## src/rtl/phase_enc_pkg.sv

```systemverilog
// Shared types and sizes for the washing-machine phase-bus encoder.
package phase_enc_pkg;

    localparam int LINES  = 8;
    localparam int CODE_W = 3;

    typedef enum logic [1:0] {IDLE, SETTLE, PEND} enc_state_t;
    typedef logic [CODE_W-1:0] phase_code_t;

endpackage

```

## src/rtl/onehot_to_bin.sv

```systemverilog
// Combinational decode of the phase lines into a code plus none/legal/multi flags.
// PHASE_ENC_PRIORITY_EN: multi-hot patterns resolve to the highest set bit and count as legal.
module onehot_to_bin
    import phase_enc_pkg::*;
(
    input  logic [LINES-1:0] d,
    output phase_code_t      code,
    output logic             legal,
    output logic             none,
    output logic             multi
);

    localparam logic [LINES-1:0] ONE_L = LINES'(1);

    logic several;

    // Ascending scan leaves the highest set bit, which is also the only bit for a one-hot input.
    always_comb begin
        code = '0;
        for (int i = 0; i < LINES; i++) begin
            if (d[i]) code = phase_code_t'(i);
        end
    end

    assign none    = (d == '0);
    assign several = |(d & (d - ONE_L));

`ifdef PHASE_ENC_PRIORITY_EN
    assign multi = 1'b0;
    assign legal = !none;
`else
    assign multi = several;
    assign legal = !none && !several;
`endif

endmodule

```

## src/rtl/phase_enc.sv

```systemverilog
// Phase-bus encoder: glitch filter, change-once reporting over valid/ready, sticky err, event count.
// PHASE_ENC_PRIORITY_EN: multi-hot input is legal (highest bit wins), err tied low, err_clr ignored.
module phase_enc
    import phase_enc_pkg::*;
#(
    parameter int STABLE_CYC = 2,
    parameter int CNT_W      = 8
) (
    input  logic              clk,
    input  logic              reset_n,
    input  logic [LINES-1:0]  D,
    input  logic              ready,
    input  logic              err_clr,
    output logic [CODE_W-1:0] S,
    output logic              valid,
    output logic              err,
    output logic [CNT_W-1:0]  evt_cnt
);

    localparam int          CW       = (STABLE_CYC < 2) ? 1 : $clog2(STABLE_CYC + 1);
    localparam logic [CW-1:0] CNT_ONE  = CW'(1);
    localparam logic [CW-1:0] CNT_LAST = CW'(STABLE_CYC - 1);

    function automatic logic [CNT_W-1:0] sat_inc(input logic [CNT_W-1:0] v);
        return (&v) ? v : v + CNT_W'(1);
    endfunction

    phase_code_t code, cand, cand_nxt, last_code, last_nxt, s_nxt, pend_code;
    logic        legal, none, multi;
    enc_state_t  state, state_nxt;
    logic [CW-1:0]    cnt, cnt_nxt;
    logic             have_last, have_last_nxt, valid_nxt, load_pend;
    logic [CNT_W-1:0] evt_nxt;

    onehot_to_bin u_dec (
        .d     (D),
        .code  (code),
        .legal (legal),
        .none  (none),
        .multi (multi)
    );

    always_comb begin
        state_nxt     = state;
        cand_nxt      = cand;
        cnt_nxt       = cnt;
        s_nxt         = S;
        valid_nxt     = valid;
        last_nxt      = last_code;
        have_last_nxt = have_last;
        evt_nxt       = evt_cnt;
        load_pend     = 1'b0;
        pend_code     = cand;
        case (state)
            IDLE: begin
                if (legal && (!have_last || code != last_code)) begin
                    cand_nxt = code;
                    cnt_nxt  = CNT_ONE;
                    if (STABLE_CYC == 1) begin
                        load_pend = 1'b1;
                        pend_code = code;
                    end else begin
                        state_nxt = SETTLE;
                    end
                end
            end
            SETTLE: begin
                if (legal && code == cand) begin
                    if (cnt == CNT_LAST) load_pend = 1'b1;
                    else                 cnt_nxt   = cnt + CNT_ONE;
                end else if (legal) begin
                    cand_nxt = code;
                    cnt_nxt  = CNT_ONE;
                end else if (none || multi) begin
                    state_nxt = IDLE;
                end
            end
            PEND: begin
                if (ready) begin
                    valid_nxt = 1'b0;
                    evt_nxt   = sat_inc(evt_cnt);
                    state_nxt = IDLE;
                end
            end
            default: state_nxt = IDLE;
        endcase
        // Entering PEND latches the code on the same edge it qualifies.
        if (load_pend) begin
            state_nxt     = PEND;
            s_nxt         = pend_code;
            valid_nxt     = 1'b1;
            last_nxt      = pend_code;
            have_last_nxt = 1'b1;
        end
    end

    always_ff @(posedge clk or negedge reset_n) begin
        if (!reset_n) begin
            state     <= IDLE;
            cand      <= '0;
            cnt       <= '0;
            S         <= '0;
            valid     <= 1'b0;
            last_code <= '0;
            have_last <= 1'b0;
            evt_cnt   <= '0;
        end else begin
            state     <= state_nxt;
            cand      <= cand_nxt;
            cnt       <= cnt_nxt;
            S         <= s_nxt;
            valid     <= valid_nxt;
            last_code <= last_nxt;
            have_last <= have_last_nxt;
            evt_cnt   <= evt_nxt;
        end
    end

`ifdef PHASE_ENC_PRIORITY_EN
    logic unused_err_in;
    assign unused_err_in = err_clr ^ multi;
    assign err = 1'b0;
`else
    // Set beats clear when both land on the same edge.
    always_ff @(posedge clk or negedge reset_n) begin
        if (!reset_n)     err <= 1'b0;
        else if (multi)   err <= 1'b1;
        else if (err_clr) err <= 1'b0;
    end
`endif

endmodule

```

## config.mk

```make
export PLATFORM = sky130hd
export DESIGN_NAME = phase_enc
export DESIGN_NICKNAME = d
export VERILOG_FILES = /design/src/rtl/phase_enc_pkg.sv /design/src/rtl/onehot_to_bin.sv /design/src/rtl/phase_enc.sv
export SDC_FILE = /design/constraint.sdc
export NUM_CORES = 1
export LEC_CHECK = 0
export CORE_ASPECT_RATIO = 1.1
export CORE_MARGIN = 10
export CORE_UTILIZATION = 41
export CTS_CLUSTER_DIAMETER = 50
export CTS_CLUSTER_SIZE = 20
export DETAILED_ROUTE_END_ITERATION = 8
export HOLD_SLACK_MARGIN = 0.02
export MAX_ROUTING_LAYER = met4
export PLACE_DENSITY = 0.66
export SKIP_LAST_GASP = 1
export SLEW_MARGIN = 20
export SYNTH_ARGS = -nofsm -noshare
export SYNTH_HDL_FRONTEND = slang
export SYNTH_SLANG_ARGS = --single-unit
```

## constraint.sdc

```tcl
create_clock -name clk -period 2.9 [get_ports clk]
set_input_delay 0.435 -clock clk [delete_from_list [all_inputs] [get_ports clk]]
set_output_delay 0.435 -clock clk [all_outputs]
set_load 0.005 [all_outputs]
```

* Word level (Yosys, flattened, before mapping)
Cells that the tools add are included.
** Storage, ports and cells
- Register bits after elaboration :: 21
- Input bits :: 12
- Logic and storage cells :: 79
** Cells by class
- Add/sub/neg operators :: 3
- Equality and inequality tests :: 15
- Muxes and demuxes :: 30
- Bitwise gates (word level) :: 2
- Reductions and logical operators :: 21
** Operator list (number)
- $mux 2 :: 11
- $mux 3 :: 7
- $ne 3x3->1 const B :: 7
- $mux 1 :: 9
- $add 8x1->8 const B :: 1
- $and 8x8->8 :: 1
- $logic_not 8->1 :: 1
- $reduce_and 4->1 :: 2
- $reduce_and 8->1 :: 1
- $reduce_bool 2->1 :: 4
- $reduce_or 8->1 :: 1
- $sub 8x1->8 const B :: 1
- $ne 2x2->1 const B :: 3
- $pmux 2 s3 :: 1
- $pmux 3 s2 :: 1
- $reduce_and 5->1 :: 1
- $eq 2x1->1 const B :: 2
- $pmux 2 s2 :: 1
- $eq 3x3->1 :: 1
- $logic_and 1x1->1 :: 3
- $logic_not 1->1 :: 3
- $ne 3x3->1 :: 1
- $reduce_and 3->1 :: 1
- $add 2x1->2 const B :: 1
- other kinds (5) :: 6

* Depth between registers and ports, before layout
Gate-level depths: netlist of run 1.
- Depth after elaboration :: 13
- Gate-level depth with buffers :: 7
- Gate-level depth less buffers :: 6

* Hierarchy
Synthesis of run 1 repeated with hierarchy kept, for this count alone.
** Unflattened totals
- Cells, all modules :: 115
- Area, all modules :: 1192.4 um^2
** Modules (own cells, without submodules)
- phase_enc :: instances 1, cells an instance 80, area each 987.2 um^2, sequential area each 525.5 um^2
- onehot_to_bin :: instances 1, cells an instance 35, area each 205.2 um^2, sequential area each 0.0 um^2

* Worst setup path before layout of run 1
Ideal clock, no wire load.
- Kind :: input port to flip-flop
- Start point :: input port D[6]
- End point :: register cand[0]
- Arrival :: 2.267 ns
- Required time :: 2.775 ns
- Slack :: 0.508 ns
- Cell stages on the path :: 7
- Path buffers :: 1
- Cells stage by stage :: clkbuf_1 > or3_1 > o41ai_1 > a22oi_1 > or4_4 > nand2_2 > mux2_2
** Between the ends
- Word-level cells in the longest chain between the ends :: 8
** Ends and longest elaborated chain
- start, declared :: line phase_enc.sv:11 : input logic [LINES-1:0] D,
- $sub 8x1->8 :: line onehot_to_bin.sv:26 : assign several = |(d & (d - ONE_L));
- $and 8x8->8 :: line onehot_to_bin.sv:26
- $reduce_or 8->1 :: line onehot_to_bin.sv:26
- $logic_not 1->1 :: line onehot_to_bin.sv:33 : assign legal = !none && !several;
- $logic_and 1x1->1 :: line onehot_to_bin.sv:33
- $logic_and 1x1->1 (on tied branches) :: line phase_enc.sv:68, phase_enc.sv:56
- $ne 2x2->1 (no line)
- $reduce_and 4->1 (no line)
- end signal, assigned :: line phase_enc.sv:109 : cand <= cand_nxt;
- end, declared :: line phase_enc.sv:28 : phase_code_t code, cand, cand_nxt, last_code, last_nxt, s_nxt, pend_code;
Several ways; a longest one is shown, not always the timed one. The select of a mux whose other input is x is not followed.
A chain may end at the register's enable or synchronous reset.

* Worst setup path in the final report of run 1
- Start point :: input port D[3]
- End point :: register cand[0]
** Between the ends
- Word-level cells in the longest chain between the ends :: 10
** Ends and longest elaborated chain
- branches (longest 10 deep; another with $sub 8x1->8)
Several ways; the timed one is not identified. The select of a mux whose other input is x is not followed.

==> run summary, run 1 <==
final hold slack: 491.8 ps
fin area: 1653 µm²
die area: 5751 µm²
Yosys cell types: 48
Vias/cell: 5.619
dominant synthesized flop cell: dfrtp_1
DR pass1 iterations: 4
Hold Vio Cnt, Final: 0
Max Cap Viol: 0
compound-cell area share of the yosys netlist: 0.1381
crit share post-route: 0.8938
clock skew: 7.990 ps
post-synthesis cell count: 128
share of synthesized registers carrying an async set or reset: 1.000
CP Data Arrival Time: 2790 ps
Synth Net Count: 142
Data required, critical path: 3100 ps
clock buffer depth: 2
Core ar.: 3022 µm²
vias in the first global route: 1086
Synth Warn #: 0
initial DRC count: 46
Synth Area in XOR/XNOR: 0.05485
vias: 1107
LEAKAGE: 0.7288 nW
grt met1 use: 0.1319
die width: 73.22 µm
FF+latch count, synth: 21
sequential area share after synthesis: 0.4114
largest family of logic cells by synthesized area: simple AND/OR/NAND/NOR gates
Post-DP Area: 1625 µm²
Placed Instances: 193
post-synthesis mux area share: 0.07052
Final Max Slew Viols: 0
Antenna Nets Post-Route: 0
Max transition margin: 0.3761
Final Critical Period: 2592 ps
Worst-Margin Slew: 932.9 ps
# diodes: 0
adder and majority gate portion of the synthesized area: 0.03526
outcome: complete, no violations
dpl hpwl: 2371 µm
Post-Syn Area: 1277 µm²
Final setup viols: 0
IO buf count: 24
met2 Use GR: 0.1592
clk sinks: 21
setup slack after layout: 308.0 ps
TritonCTS buffer count: 3
clock slew at reported path FFs: 120 ps
share of post-route cells with drive strength above 1: 0.2086
Startpoint Class: input pin
CTS tree: done
Hold WC Path Type: register to register
Starting Density: 0.4228
GPL Wtd Cong: 0.8186
met3 Usage GRT: 0.01509
fmax: 385.8 MHz
clk_lat worst skew: 300 ps
antenna violations before repair: 0
R2R cell count: 6
Pwr Density: 371.7 nW/µm²
EDFF count, synth: 0
FP Rows: 21
area delta synth->final: 29.38%
GRT Max-Usage Layer: met2
VDD IR max: 0.0002240 V
total power: 0.0006143 W
# nets final: 178
I/O pin cnt: 25
largest net degree at the start of global routing: 22
Die Height: 78.55 µm
GRT overflow: 0
post-synthesis area per instance: 9.980 µm²
CTS Root Cell: clkbuf_4
RSZ-0062 raised after global routing: false
Critical Path End Type: register
Avg WL per Cell: 14.70 µm
Non-Filler Instances: 197
DRC viols: 0
worst hold stages: 2
post-CTS resize count: 0
dpl ws: -25.56 ps
first-pass GRT wire length: 4899 µm
H-Tree Level Count: 1
post-CTS setup buffer count: 0
wirelength, routed: 2896 µm
critical path fanouts, max: 6
simple logic cell fraction of the synthesized area: 0.2586
CTS Hold Bufs: 0
Total GRT Usage: 0.1054
Crit Path Category: input pin to register
==> kinds of logic (layout without fill, tap and decap cells) <==
kind of cell,Yosys count,after routing
simple gates,54,54
compound gates,24,24
flops,21,21
buf+inv,10,45
xor+xnor,8,8
mux,7,7
fa+ha+maj,4,4
==> power breakdown <==
group / internal (W) / leakage, nW / switching (W) / total [W]
Sequential: 0.000315 / 0.272 / 0.0000248 / 0.000339
Combinational: 0.0000711 / 0.439 / 0.0000622 / 0.000133
Clock: 0.0000514 / 0.0177 / 0.0000902 / 0.000142
==> registers in the layout (all words and copies together) (netlist names) <==
signal     flops
err            1
state          2
cand           3
evt_cnt        8
last_code      3
have_last      1
cnt            2
valid          1
==> per-layer routing <==
layer	vias up	wire (µm)
met5	-	0
met1	532	1343
met2	37	1380
met4	0	65
met3	6	107
li1	532	-
==> final cells by class <==
| type | count | area (µm²) |
|---|---|---|
| Fill cell | 283 | 1369 |
| Inverter | 6 | 22.52 |
| Tap cell | 34 | 42.54 |
| Clock buffer | 3 | 22.52 |
| Clock inverter | 1 | 5.005 |
| Sequential cell | 21 | 525.5 |
| Multi-Input combinational cell | 97 | 711.9 |
| Timing Repair Buffer | 35 | 322.8 |
==> final timing paths <==
| path | from | end | slack (ps) |
|---|---|---|---|
| setup reg to reg | last_code[2] | cand[0] | 540 |
| setup / recovery | D[3] | cand[0] | 310 |
| hold reg to reg | valid | valid | 490 |
| min in group asynchronous | reset_n | have_last | 640 |
| hold / removal | valid | valid | 490 |
| max in group asynchronous | reset_n | last_code[2] | 1690 |
==> critical path: stages <==
cell	delay, ps
clkdlybuf4s50_1	490
or4_1	570
o21ai_0	180
a22oi_1	90
or4_4	580
nand2_2	120
mux2_2	330
==> layout by cell type (no fill, tap or decap), drive strengths merged, types with 2 or more instances in the layout <==
master	netlist	final
a22oi	2	2
buf	2	11
or4	3	3
o21ai	6	6
dfrtp	21	21
maj3	2	2
mux2	7	7
clkbuf	2	3
xnor2	6	6
xor2	2	2
ha	2	2
nand2	11	11
nand4	2	2
nand2b	2	2
a21oi	5	5
inv	6	6
and3	8	8
nand3	4	4
o31ai	2	2
nand4b	2	2
clkdlybuf4s50	0	24
nor2	12	12
==> Yosys cell counts (2+ instances only) <==
cell type	n	area, µm²
a21oi_1	5	25.02
a22oi_1	2	15.01
and3_1	5	31.28
and3_2	2	15.01
buf_2	2	10.01
clkbuf_1	2	7.510
dfrtp_1	21	525.5
ha_1	2	25.02
inv_1	6	22.52
maj3_1	2	20.02
mux2_2	4	45.04
mux2_4	3	45.04
nand2_1	10	37.54
nand2b_1	2	12.51
nand3_1	2	10.01
nand4_1	2	12.51
nand4b_1	2	17.52
nor2_1	12	45.04
o21ai_0	6	30.03
o31ai_1	2	15.01
xnor2_1	6	52.55
xor2_1	2	17.52
==> per-stage QoR <==
| step | utilization | setup TNS, ps |
|---|---|---|
| floorplan | - | 0 |
| global placement | 0.5379 | 0 |
| detailed placement | 0.5379 | -72.70 |
| CTS | 0.5470 | 0 |
| global route | 0.5470 | 0 |
| finish | 0.5470 | 0 |
Power figures use the tool's default switching activity.
==> inputs of run 2 (changes only) <==
HOLD_SLACK_MARGIN = 0.06   (was 0.02)
==> results of run 2 <==
Same layout as run 1: the final DEF is identical, and so are final timing and power.
